<file path="src/rtl/player_state_rx.sv">
// player_state_rx: receives remote player state frames from the inter-board serial line.
//
// Frame format: a start bit (0), then 24 data bits sent MSB first, then an even-parity
// bit, then a stop bit (1). The 24 data bits are laid out as:
//   [23:22] sender ID, [21:20] direction, [19:11] x, [10:2] y, [1] chop (ignored), [0] carry.
// A good frame from a remote player updates that player's slot. Slot a/b/c is the sender
// ID with this board's own ID skipped.
//
// Ports:
//   clk               system clock (rising edge)
//   reset_n           asynchronous active-low reset
//   serial_in         serial line, idles high, asynchronous to clk
//   game_state[2:0]   global game state (0 = WELCOME)
//   num_players[1:0]  player count minus one
//   local_player_ID   this board's player ID
//   player_{a,b,c}_x/_y/_dir/_carry   remote player state (registered)
//   frame_valid       one-cycle pulse when an accepted frame is applied
//   frame_error       one-cycle pulse on a parity or stop-bit error
module player_state_rx #(
    parameter int unsigned CYCLES_PER_BIT = 64
) (
    input  logic       clk,
    input  logic       reset_n,
    input  logic       serial_in,
    input  logic [2:0] game_state,
    input  logic [1:0] num_players,
    input  logic [1:0] local_player_ID,
    output logic [8:0] player_a_x,
    output logic [8:0] player_b_x,
    output logic [8:0] player_c_x,
    output logic [8:0] player_a_y,
    output logic [8:0] player_b_y,
    output logic [8:0] player_c_y,
    output logic [1:0] player_a_dir,
    output logic [1:0] player_b_dir,
    output logic [1:0] player_c_dir,
    output logic       player_a_carry,
    output logic       player_b_carry,
    output logic       player_c_carry,
    output logic       frame_valid,
    output logic       frame_error
);

    localparam int unsigned CW = $clog2(CYCLES_PER_BIT);
    localparam logic [CW-1:0] BIT_LAST  = CW'(CYCLES_PER_BIT - 1);
    localparam logic [CW-1:0] HALF_LAST = CW'(CYCLES_PER_BIT / 2 - 1);

    typedef enum logic [2:0] {
        StIdle,
        StStart,
        StData,
        StParity,
        StStop,
        StWaitIdle
    } state_t;

    // Reset release is synchronized. The third stage keeps the FSM idle until the line
    // synchronizer and the edge-detect flop both hold real line values, so a line that
    // is already low when reset is released is not mistaken for a falling edge.
    logic [2:0] rst_sync_q;
    logic       run;

    always_ff @(posedge clk or negedge reset_n) begin
        if (!reset_n) begin
            rst_sync_q <= 3'b000;
        end else begin
            rst_sync_q <= {rst_sync_q[1:0], 1'b1};
        end
    end

    assign run = rst_sync_q[2];

    // Two-flop line synchronizer plus the previous value for falling-edge detection.
    logic [1:0] rx_sync_q;
    logic       rx_prev_q;
    logic       rx;

    always_ff @(posedge clk or negedge reset_n) begin
        if (!reset_n) begin
            rx_sync_q <= 2'b11;
            rx_prev_q <= 1'b1;
        end else begin
            rx_sync_q <= {rx_sync_q[0], serial_in};
            rx_prev_q <= rx_sync_q[1];
        end
    end

    assign rx = rx_sync_q[1];

    state_t        state_q;
    logic [CW-1:0] cnt_q;
    logic [4:0]    bit_cnt_q;
    logic [23:0]   shreg_q;
    logic          par_bit_q;
    logic          apply_q;
    logic          err_q;
    logic [1:0]    slot_q;

    // Decode of the completed data word. Only used while in StStop.
    logic [1:0] rx_id;
    logic       parity_ok;
    logic       discard;
    logic [1:0] slot;

    assign rx_id     = shreg_q[23:22];
    assign parity_ok = (^shreg_q) == par_bit_q;
    assign discard   = (rx_id == local_player_ID) || (rx_id > num_players);
    assign slot      = (rx_id < local_player_ID) ? rx_id : rx_id - 2'd1;

    always_ff @(posedge clk or negedge reset_n) begin
        if (!reset_n) begin
            state_q   <= StIdle;
            cnt_q     <= '0;
            bit_cnt_q <= '0;
            shreg_q   <= '0;
            par_bit_q <= 1'b0;
            apply_q   <= 1'b0;
            err_q     <= 1'b0;
            slot_q    <= 2'd0;
        end else begin
            apply_q <= 1'b0;
            err_q   <= 1'b0;
            if (run) begin
                case (state_q)
                    StIdle: begin
                        cnt_q     <= '0;
                        bit_cnt_q <= '0;
                        if (rx_prev_q && !rx) begin
                            state_q <= StStart;
                        end
                    end
                    StStart: begin
                        if (cnt_q == HALF_LAST) begin
                            cnt_q   <= '0;
                            // A start bit that is already high again was a glitch.
                            state_q <= rx ? StIdle : StData;
                        end else begin
                            cnt_q <= cnt_q + 1'b1;
                        end
                    end
                    StData: begin
                        if (cnt_q == BIT_LAST) begin
                            cnt_q     <= '0;
                            shreg_q   <= {shreg_q[22:0], rx};
                            bit_cnt_q <= bit_cnt_q + 1'b1;
                            if (bit_cnt_q == 5'd23) begin
                                state_q <= StParity;
                            end
                        end else begin
                            cnt_q <= cnt_q + 1'b1;
                        end
                    end
                    StParity: begin
                        if (cnt_q == BIT_LAST) begin
                            cnt_q     <= '0;
                            par_bit_q <= rx;
                            state_q   <= StStop;
                        end else begin
                            cnt_q <= cnt_q + 1'b1;
                        end
                    end
                    StStop: begin
                        if (cnt_q == BIT_LAST) begin
                            cnt_q <= '0;
                            if (!parity_ok || !rx) begin
                                err_q <= 1'b1;
                            end else if (!discard) begin
                                apply_q <= 1'b1;
                                slot_q  <= slot;
                            end
                            state_q <= rx ? StIdle : StWaitIdle;
                        end else begin
                            cnt_q <= cnt_q + 1'b1;
                        end
                    end
                    StWaitIdle: begin
                        // Need a full bit period of continuous high before re-arming.
                        if (!rx) begin
                            cnt_q <= '0;
                        end else if (cnt_q == BIT_LAST) begin
                            cnt_q   <= '0;
                            state_q <= StIdle;
                        end else begin
                            cnt_q <= cnt_q + 1'b1;
                        end
                    end
                    default: state_q <= StIdle;
                endcase
            end
        end
    end

    // Slot registers. The whole slot loads in one edge from the held shift register,
    // so a partially received frame never reaches the outputs.
    logic [8:0] x_q     [3];
    logic [8:0] y_q     [3];
    logic [1:0] dir_q   [3];
    logic       carry_q [3];
    logic       welcome;

    assign welcome = (game_state == 3'd0);

    always_ff @(posedge clk or negedge reset_n) begin
        if (!reset_n) begin
            for (int k = 0; k < 3; k++) begin
                x_q[k]     <= 9'd0;
                y_q[k]     <= 9'd0;
                dir_q[k]   <= 2'd3;
                carry_q[k] <= 1'b0;
            end
            frame_valid <= 1'b0;
            frame_error <= 1'b0;
        end else begin
            frame_valid <= apply_q && !welcome;
            frame_error <= err_q;
            for (int k = 0; k < 3; k++) begin
                if (welcome || (2'(k) >= num_players)) begin
                    x_q[k]     <= 9'd0;
                    y_q[k]     <= 9'd0;
                    dir_q[k]   <= 2'd3;
                    carry_q[k] <= 1'b0;
                end else if (apply_q && (slot_q == 2'(k))) begin
                    x_q[k]     <= shreg_q[19:11];
                    y_q[k]     <= shreg_q[10:2];
                    dir_q[k]   <= shreg_q[21:20];
                    carry_q[k] <= shreg_q[0];
                end
            end
        end
    end

    assign player_a_x     = x_q[0];
    assign player_b_x     = x_q[1];
    assign player_c_x     = x_q[2];
    assign player_a_y     = y_q[0];
    assign player_b_y     = y_q[1];
    assign player_c_y     = y_q[2];
    assign player_a_dir   = dir_q[0];
    assign player_b_dir   = dir_q[1];
    assign player_c_dir   = dir_q[2];
    assign player_a_carry = carry_q[0];
    assign player_b_carry = carry_q[1];
    assign player_c_carry = carry_q[2];

endmodule

</file>
<file path="config.mk">
export PLATFORM = sky130hd
export DESIGN_NAME = player_state_rx
export DESIGN_NICKNAME = d
export VERILOG_FILES = /design/src/rtl/player_state_rx.sv
export SDC_FILE = /design/constraint.sdc
export NUM_CORES = 1
export LEC_CHECK = 0
export CAP_MARGIN = 40
export CORE_ASPECT_RATIO = 1.5
export CORE_UTILIZATION = 54
export DETAILED_ROUTE_END_ITERATION = 7
export PLACE_DENSITY = 0.8
export SLEW_MARGIN = 20
export SYNTH_ARGS = -nofsm -noshare
export SYNTH_HDL_FRONTEND = slang
export SYNTH_SLANG_ARGS = --single-unit
</file>
<file path="constraint.sdc">
create_clock -name clk -period 2.58 [get_ports clk]
set_clock_uncertainty 0.05 [all_clocks]
set_input_delay 0.516 -clock clk [delete_from_list [all_inputs] [get_ports clk]]
set_output_delay 0.516 -clock clk [all_outputs]
set_load 0.02 [all_outputs]
</file>
After elaboration in Yosys (flattened, before gate mapping)
Cells that the tools add are included. W data, S select, Z words.

Register bits: 114. Bits in latches: 0. Memory bits (writable): 0. Bits in read-only memories: 0. Input port bits: 10. Output and inout bits: 65. Logic and storage cells: 135. Memories: 0.

$add $sub $neg: 3. Multiply operators: 0. Divide/modulo/power cells: 0. Magnitude comparators: 5. Equal/unequal tests: 20. Shift-type cells: 0. Multiplexer cells: 51. Bitwise logic cells: 2. Reductions and logical operators: 29.

Operators by type and width (count): $mux W9 (12); $mux W3 (9); $pmux W6 S4 (1); $reduce_xor A24 Y1 (1); $mux W6 (3); $pmux W3 S6 (1); $mux W2 (8); $ne A2 B2 Y1 const B (8); $mux W1 (15); $pmux W5 S2 (1); $reduce_and A3 Y1 (3); $reduce_and A9 Y1 (1); $reduce_bool A2 Y1 (4); $add A6 B1 Y6 const B (1); $eq A3 B2 Y1 const B (2); $eq A3 B3 Y1 const B (2); $eq A6 B5 Y1 const B (1); $eq A6 B6 Y1 const B (1); $logic_not A3 Y1 (2); $add A5 B1 Y5 const B (1); $eq A5 B5 Y1 const B (1); $logic_and A1 B1 Y1 (5); $logic_or A1 B1 Y1 (5); $mux W5 (1); 17 further kinds (21).

Depth between registers and ports, before layout
Gate-level depths: netlist (run 1).

Word-level depth: 8. Gate-level depth with buffers: 8. Mapped depth without buffers: 8.

Least setup slack after synthesis (run 1)
OpenSTA, ideal clock, no wires.

Path kind: register -> register. Start point: register cnt_q[0]. End point: register cnt_q[5]. Library setup time: 0.104 ns. Arrival time: 1.848 ns. Slack: 0.579 ns. Cell stages (with the launch flop): 7. Buffers on the path: 0. Cell sequence: dfrtp_1 -> ha_1 -> and3_1 -> a311o_1 -> o2bb2ai_1 -> nand3_1 -> o311ai_1.

Word-level cells in the longest chain between the ends: 4.

Ends and longest elaborated chain: from (decl) (line 91) `logic [CW-1:0] cnt_q;`; from (signal assigned) (line 138) `cnt_q <= cnt_q + 1'b1;`; from (signal assigned) (line 150) `cnt_q <= cnt_q + 1'b1;`; from (signal assigned) (line 159) `cnt_q <= cnt_q + 1'b1;`; $add A6 B1 Y6 or $eq A6 B6 Y1 (tied branches); $mux W6; $mux W6 (line 178) `if (!rx) begin`; $pmux W6 S4 * (line 124) `case (state_q)`.

Mark *: on every way between the ends. The rest lies on a longest branch, timed or not. A chain may end at the register's enable or synchronous reset.

Worst setup path after layout (run 1)
Ends and elaborated chain as after synthesis.

==> results.md, run 1 <==
* Antenna violations before repair at 0
* CTS H-tree depth at 4
* Relative slew slack at 44.9%
* Post-CTS Setup Bufs at 0
* Tmin final at 2300 ps
* Die Area at 0.00961 mm2
* Total power at 4.58 mW
* Peak supply drop at 0.482 mV
* Yosys warns at 0
* Drt first pass iters at 5
* RSZ-0062 raised after global routing: no
* Syn nets at 553
* Global-route wire length before repair at 20100 um
* Simple-gate portion of the synthesized area at 22.4%
* Yosys reg bits at 114
* Register clock-pin slew on the reported worst setup and hold paths at 50 ps
* Most common cell in the netlist: nand2_1
* Antenna cells at 0
* Total track usage at 28.4%
* Run status: finished, final reports clean
* Die Ht at 120 um
* Pwr/cell area at 704 mW/mm2
* Routability cong. at 0.880
* Dpl hpwl at 8130 um
* Post-CTS Hold Buffers at 0
* Final hold vios at 0
* Nets at 637
* Worst EP required at 2830 ps
* F_max at 436 MHz
* Main flop type after synthesis: dfrtp_1
* Main combinational cell family by area after synthesis: simple AND/OR/NAND/NOR gates
* Slew @ Worst Pin at 827 ps
* Compound-Gate Fraction of Synth Area at 9.35%
* Fin crit share at 89.0%
* Syn_area_per_cell at 9.27 um2
* # rows at 42
* Largest net degree at the start of global routing at 42
* Sequential area share after synthesis at 57.6%
* Routed Antenna Nets at 0
* Gr ovfl total at 0
* Post-DR wirelength/cell at 16.7 um
* Yosys cell types at 46
* IO Port Bufs at 74
* Top cell type's share of synthesized area at 52.8%
* Layout cell share with drive strength beyond 1 at 9.31%
* Pins Over Slew Limit at 0
* Worst Path Max Fanout at 4
* I/O Pins at 75
* Worst setup path category: register to register
* Initial core utilization at 56.0%
* Synth top cells by count: nand2_1, dfrtp_1, a21oi_1
* Mux share of post-synthesis cell area at 1.08%
* Post-Synth XOR/XNOR Area at 5.48%
* Vias/cell at 5.48
* Final wirelength at 12400 um
* CTS tree: yes
* Clock latency on the worst-skew pair at 410 ps
* Endpoint type of the worst setup path: register
* Area growth, synth to finish at 30.8%
* # setup viols final at 0
* Adder-cell area share of the yosys netlist at 1.51%
* Via count at 4080
* Post-cts resize count at 0
* Mapped Cells at 537
* Synth top area cells: dfrtp_1, nand2_1, a21oi_1
* Post-synth top area cell: dfrtp_1
* Max-cap check violation count at 0
* Leak at 2.95 nW
* Vias in the first global route at 4060
* EDFF count, synth at 0
* Root Buffer: clkbuf_16
* DRC viols at 0
* Cts bufs inserted at 17
* Fill count at 623
* Setup TNS at 0 ps
* Syn Std Cell Area at 0.00498 mm2
* DR iter-0 viols at 319
* Total clock sinks at 114
* Worst min-delay path class: input port to async pin
* Core area at 0.00888 mm2
* Asr flop ratio synth at 100%
* Crit start category: register
* Clock Path Buffers at 2
* CP Data Arrival Time at 2550 ps
* Die span in x at 80.4 um
-- worst paths after layout --
path / startpoint / endpoint / slack (ps) / cells past startpoint
min in group clk: err_q / frame_error / 300 / 0
setup / recovery: cnt_q[0] / cnt_q[5] / 280 / 6
max in group asynchronous: reset_n / player_a_dir[1] / 1690 / 2
setup reg to reg: cnt_q[0] / cnt_q[5] / 280 / 6
hold reg to reg: err_q / frame_error / 300 / 0
hold / removal: reset_n / player_b_y[1] / 40 / 1
-- final cells by class --
cell class	instances	area (um2)	share of cell area (%)
flip-flops and latches	114	2860	44.0
well taps	110	138	2.11
multi-input cells	389	1990	30.6
inverters	9	33.8	0.519
repair buffers	90	895	13.7
clock inverters	4	72.6	1.11
clock buffers	28	517	7.94
-- stage by stage --
step	hold slack [ps]	area [um2]	util, %	std cells	worst slack, ps
after floorplan	170	4980	-	537	579
final	38.5	6510	73.3	744	284
after detailed placement	287	5890	66.4	710	49.2
after global placement	286	5890	66.4	710	128
after CTS	56.5	6480	73.0	742	290
after global routing	69.5	6510	73.3	744	127
-- kinds of logic (layout without fill, tap and decap cells) --
logic type,Yosys count,after routing
AO/OA/AOI/OAI,84,84
flip-flops,114,114
other,1,1
buffers and inverters,34,131
multiplexers,5,5
adder cells (fa/ha/maj),6,6
XOR/XNOR,27,27
AND/OR/NAND/NOR,266,266
-- layer usage --
metal  GRT usage, %  wire length (um)  up-vias  part of all wire, %
li1               -                 -     1927                    -
met1           33.9              4770     1994                   39
met2           47.7              6640      133                   54
met3           7.45               656       26                  5.3
met4           12.3               324        0                  2.6
met5              0                 0        -                    0
-- sequential cells by signal, indices dropped and copies added, names as in the netlist, 2 cells and up --
name	cells
cnt_q	6
player_b_y	9
player_c_x	9
slot_q	2
player_a_y	9
player_c_dir	2
player_a_dir	2
player_c_y	9
shreg_q	24
player_b_x	9
state_q	3
rst_sync_q	3
bit_cnt_q	5
player_a_x	9
player_b_dir	2
rx_sync_q	2
-- critical path, cell delays in order (launching register included) --
cell	delay (ps)
dfrtp_1	410
ha_1	240
and3_1	240
a311o_1	380
o2bb2ai_1	320
nand3_1	210
o311ai_1	330
-- cells in the final DEF, fill, tap and decap left out, drive strengths merged, types with 3 or more instances in the layout --
master         instances
nand2                213
dfrtp                105
clkdlybuf4s50         73
a21oi                 58
clkbuf                28
xnor2                 18
buf                   17
o21ai                 14
nor2                  12
nand3                 10
inv                    9
dfstp                  9
xor2                   7
nand4                  7
ha                     6
nand3b                 5
nand2b                 3
nor2b                  3
mux2                   3
-- power by group --
group	switching [mW]	internal (mW)
clock network	0.755	1.55
logic	0.199	0.138
registers	0.0898	1.86
Power figures use the tool's default switching activity.
==> inputs of run 2 (changes only) <==
Settings changed: CORE_MARGIN from default to 1.5.
==> run 2 against run 1 <==
Via count increased by 3.1%. Clock-buffer cell count down 6. Core utilization up 1.1 points. Cell area up 1.5%. Total power grew 11%. Non-clock buffer count shrank 1. Global-route usage is 0.35 points higher. Combinational power about the same. Sequential power about the same. Routed wire length is 4.3% higher. First-iteration DRC count up 15%. Critical path type unchanged. Critical endpoint is now slot_q[1]. Highest routed layer unchanged.
==> results.md, run 2 (synthesized netlist as in run 1, its figures left out) <==
* Run status: finished, final reports clean
* Worst EP required at 2820 ps
* Sequential fraction of design power at 38.3%
* Peak supply drop at 0.544 mV
* Sw power at 1.08 mW
* Dpl hpwl at 8150 um
* Gr ovfl total at 0
* Vias in the first global route at 4211
* DR iter-0 viols at 367
* Largest register by flop count: shreg_q
* Root Buffer: clkbuf_16
* Die span in x at 81.4 um
* Die Area at 0.00981 mm2
* Area growth, synth to finish at 32.7%
* CTS tree: yes
* Layout cell share with drive strength beyond 1 at 9.79%
* Largest register FFs at 24
* Crit start category: register
* CTS H-tree depth at 4
* Tmin final at 2320 ps
* Initial core utilization at 56.0%
* Register clock-pin slew on the reported worst setup and hold paths at 50 ps
* Routed Antenna Nets at 0
* Worst setup path category: register to register
* Endpoint type of the worst setup path: register
* Drt first pass iters at 5
* IO Port Bufs at 74
* WHS at 295 ps
* Worst min-delay path class: register to register
* Die Ht at 121 um
* Clock Power Share at 55.0%
* Clock latency on the worst-skew pair at 410 ps
* CP Data Arrival Time at 2560 ps
* Final wirelength at 12900 um
* Worst Path Max Fanout at 6
* Clock Path Buffers at 2
* Via count at 4205
* Fin crit share at 89.9%
* Post-layout util at 74.4%
* Worst reg-to-reg setup slack at 260 ps
* Total clock sinks at 114
* # rows at 42
* Cts bufs inserted at 17
* Total power at 5.08 mW
* Most frequent cells in the layout: nand2_1, dfrtp_1, clkdlybuf4s50_1
* DRC viols at 0
* # setup viols final at 0
* Pwr/cell area at 769 mW/mm2
* Antenna cells at 0
* Largest net degree at the start of global routing at 61
* Final hold vios at 0
* I/O Pins at 75
* CP Cell Sequence: xnor2_1, xnor2_2, xnor3_1, xnor3_2, nand3_2, mux2_1
* Leak at 3.01 nW
* Setup TNS at 0 ps
* Post-CTS Setup Bufs at 0
* Crit-path max cell delay at 480 ps
* Max-cap check violation count at 0
* Pins Over Slew Limit at 0
* Switching share of power at 21.3%
* RSZ-0062 raised after global routing: no
* Fill count at 591
* Antenna violations before repair at 0
* Post-DR wirelength/cell at 17.4 um
* Vias/cell at 5.66
* Slowest cell on the critical path: dfrtp_1
* Final WS setup at 261 ps
* Routability cong. at 0.903
* Slew @ Worst Pin at 849 ps
* Nets at 636
* Comb pwr share at 6.7%
* Global-route wire length before repair at 20700 um
* Post-Place Worst Slack at 42.1 ps
* Core area at 0.00888 mm2
* Leading cell type in the layout, fill and taps excluded: nand2_1
* Cell-internal power at 4.00 mW
* F_max at 431 MHz
* Relative slew slack at 43.4%
* Total track usage at 28.8%
==> run 2: power by group through the flow <==
stage          Sequential [mW]  Clock (mW)  Combinational (mW)
6_report                  1.95        2.80               0.338
4_1_cts                   1.94        2.81               0.341
3_5_place_dp              1.97           0               0.333
5_1_grt                   1.95        2.90               0.381
3_3_place_gp              1.97           0               0.318
2_1_floorplan             1.93           0               0.247
==> run 2: worst paths after layout <==
| path | start | endpoint | depth (start not counted) |
|---|---|---|---|
| min in group asynchronous | reset_n | player_c_y[6] | 2 |
| min reg2reg | rst_sync_q[0] | rst_sync_q[1] | 0 |
| max in group asynchronous | reset_n | rx_sync_q[1] | 3 |
| max reg2reg | shreg_q[0] | slot_q[1] | 6 |
| max | shreg_q[0] | slot_q[1] | 6 |
| min | rst_sync_q[0] | rst_sync_q[1] | 0 |
==> run 2: critical path: cells and delay by family, from the launching register on <==
| kind | cells | cell delay, ps |
|---|---|---|
| XOR/XNOR | 4 | 1210 |
| flip-flops | 1 | 480 |
| multiplexers | 1 | 330 |
| AND/OR/NAND/NOR | 1 | 130 |
==> run 2: area by class of cell <==
cell class              instances  area (um2)  share of cell area, %
repair buffers                 89         870                   13.2
clock buffers                  22         484                   7.33
flip-flops and latches        114        2860                   43.4
clock inverters                10         225                   3.41
multi-input cells             389        1990                   30.1
inverters                       9        33.8                  0.512
well taps                     110         138                   2.08
==> run 2: metal layers <==
| layer | vias up | wire (um) | GRT usage [%] |
|---|---|---|---|
| met5 | - | 0 | 0 |
| met4 | 0 | 524 | 14.9 |
| met2 | 178 | 6880 | 48.6 |
| met3 | 49 | 715 | 7.02 |
| li1 | 1916 | - | - |
| met1 | 2062 | 4800 | 32.9 |
==> run 2: stage by stage <==
stage	area, um2	cells
floorplan	4980	537
global placement	5870	709
detailed placement	5870	709
CTS	6590	742
global route	6600	743
finish	6600	743
==> run 2: timing repair <==
action / CTS / global route
gates resized for setup: 0 / 0
hold buffers: 1 / 0
endpoints found under the hold margin: 26 / 0
==> patch (flow settings as in run 1) <==
`CYCLES_PER_BIT`: 64 -> 128.
--- a/src/rtl/player_state_rx.sv
+++ b/src/rtl/player_state_rx.sv
@@ -17,7 +17,7 @@
 //   frame_valid       one-cycle pulse when an accepted frame is applied
 //   frame_error       one-cycle pulse on a parity or stop-bit error
 module player_state_rx #(
-    parameter int unsigned CYCLES_PER_BIT = 64
+    parameter int unsigned CYCLES_PER_BIT = 128
 ) (
     input  logic       clk,
     input  logic       reset_n,
Check against the original RTL: no difference found for any inputs over 10 cycles, from zero or initial values and one cycle with reset_n low; that may be too few to reach the edited logic, so the function may still have changed.
==> patch against run 1 <==
Setup slack worse by 150 ps; routed wire length is 7.4% higher; cell area is 2.9% higher; critical path depth is 1 higher; via count is 8.1% higher; worst hold slack better by 37 ps; area after synthesis is 2.2% higher; sequential cell count is 1 higher; highest routed layer unchanged.
Power is not compared: it rests on default switching activity, and its combinational part moved more than twofold at a synthesized area within 25%.
==> patch: results (changes against run 1) <==
Drt
  • WL met3: 692 um (+5.5%)
  • Final WL: 13.3 mm (+7.4%)
  • Drt pass-1 iters: 4 (-1)
  • DR iter-0 viols: 320 (+0.31%)
  • DR WL met2: 7.12 mm (+7.2%)
  • Top layer in use: met4
  • Via count normalized by instance count: 5.69 (+3.8%)
  • Routed length on met1: 4.73 mm (-0.82%)

Yosys
  • Sequential element share of the synthesized area: 0.568 (-0.00754)
  • Commonest cells post-synth: nand2_1, dfrtp_1, a21oi_1
  • Netlist cell types: 43 (-6.5%)
  • Area contributors post-synth: dfrtp_1, nand2_1, a21oi_1
  • Synth async-reset ratio: 1.00 (unchanged)
  • Avg Inst Size Synth: 9.16 sq um (-1.1%)
  • Synth Net Count: 571 (+3.3%)

Global routing
  • Grt met2 use: 0.516 (+0.0391)
  • M3 GR Usage: 0.0609 (-0.0136)
  • Number of global-route vias before repair: 4486 (+10%)
  • Largest net degree at the start of global routing: 49 (+17%)
  • GRT Total Usage: 0.302 (+0.0182)
  • First-pass GRT wire length: 21.7 mm (+8.0%)
  • Met1 GRT Util: 0.322 (-0.0168)

Placed design
  • IO buf count: 74 (unchanged)
  • Post-place setup slack: -390 ps (-439 ps)
  • Placer Congestion: 0.910 (+3.4%)
  • Dpl hpwl: 9.16 mm (+13%)
  • Post-placement cell area: 6100 sq um (+3.5%)
  • # placed instances: 742 (+4.5%)

Status
  • Status: completed

Timing
  • Slew HR: 0.436 (-0.0123)
  • Hold Slack: 75.0 ps (+36.6 ps)
  • Final Critical Period: 2450 ps (+150 ps)

Critical path
  • CP arrival: 2690 ps (+140 ps)
  • Largest stage delay on the critical path: 570 ps (+160 ps)
  • Reg2Reg Setup Slack: 130 ps (-150 ps)
  • Worst R2R Path Depth: 7 (+1)
  • Crit path max-delay cell type: or4_1
  • Reg2reg end: slot_q[0]
  • Critical path's top delay family: simple AND/OR/NAND/NOR gates
  • Crit-path max FO: 5 (+1)

Finish
  • Nets: 666 (+4.6%)
  • Final-layout fill cell count: 619 (-0.64%)
  • Fin cells: 775 (+4.2%)
  • Share of cells above drive strength 1: 0.122 (+0.0291)

Clock network
  • Gates resized, CTS repair: 1 (+1)
  • CTS Buffer Depth: 2 (unchanged)
  • # H-tree levels: 4 (unchanged)

Power and ir drop
  • Max rail drop VDD: 485 uV
==> patch: area by class of cell <==
class | instances | area [sq um] | area share
tap | 112 | 140 | 0.0209
clock buffer | 22 | 484 | 0.0723
timing repair buffer | 103 | 971 | 0.145
sequential | 115 | 2890 | 0.431
multi-input combinational | 405 | 2080 | 0.310
clock inverter | 10 | 105 | 0.0157
inverter | 8 | 30.0 | 0.00448
==> patch: power by group through the flow <==
stage / combinational (mW) / sequential (mW) / clock (mW)
final: 0.157 / 1.85 / 2.30
after global routing: 0.177 / 1.85 / 2.40
after CTS: 0.158 / 1.85 / 2.32
after detailed placement: 0.156 / 1.88 / 0
after global placement: 0.150 / 1.88 / 0
after floorplan: 0.0800 / 1.86 / 0
==> patch: cell families after synthesis <==
kind of cell	count (synthesis)	share of synthesized area
AOI/OAI and AO/OA	94	0.100
xor gates and xnor gates	27	0.0534
adders and majority gates	6	0.0148
buffers and inverters	35	0.0258
DFF	115	0.568
muxes	3	0.00664
other	1	0.000737
and+or+nand+nor	274	0.230
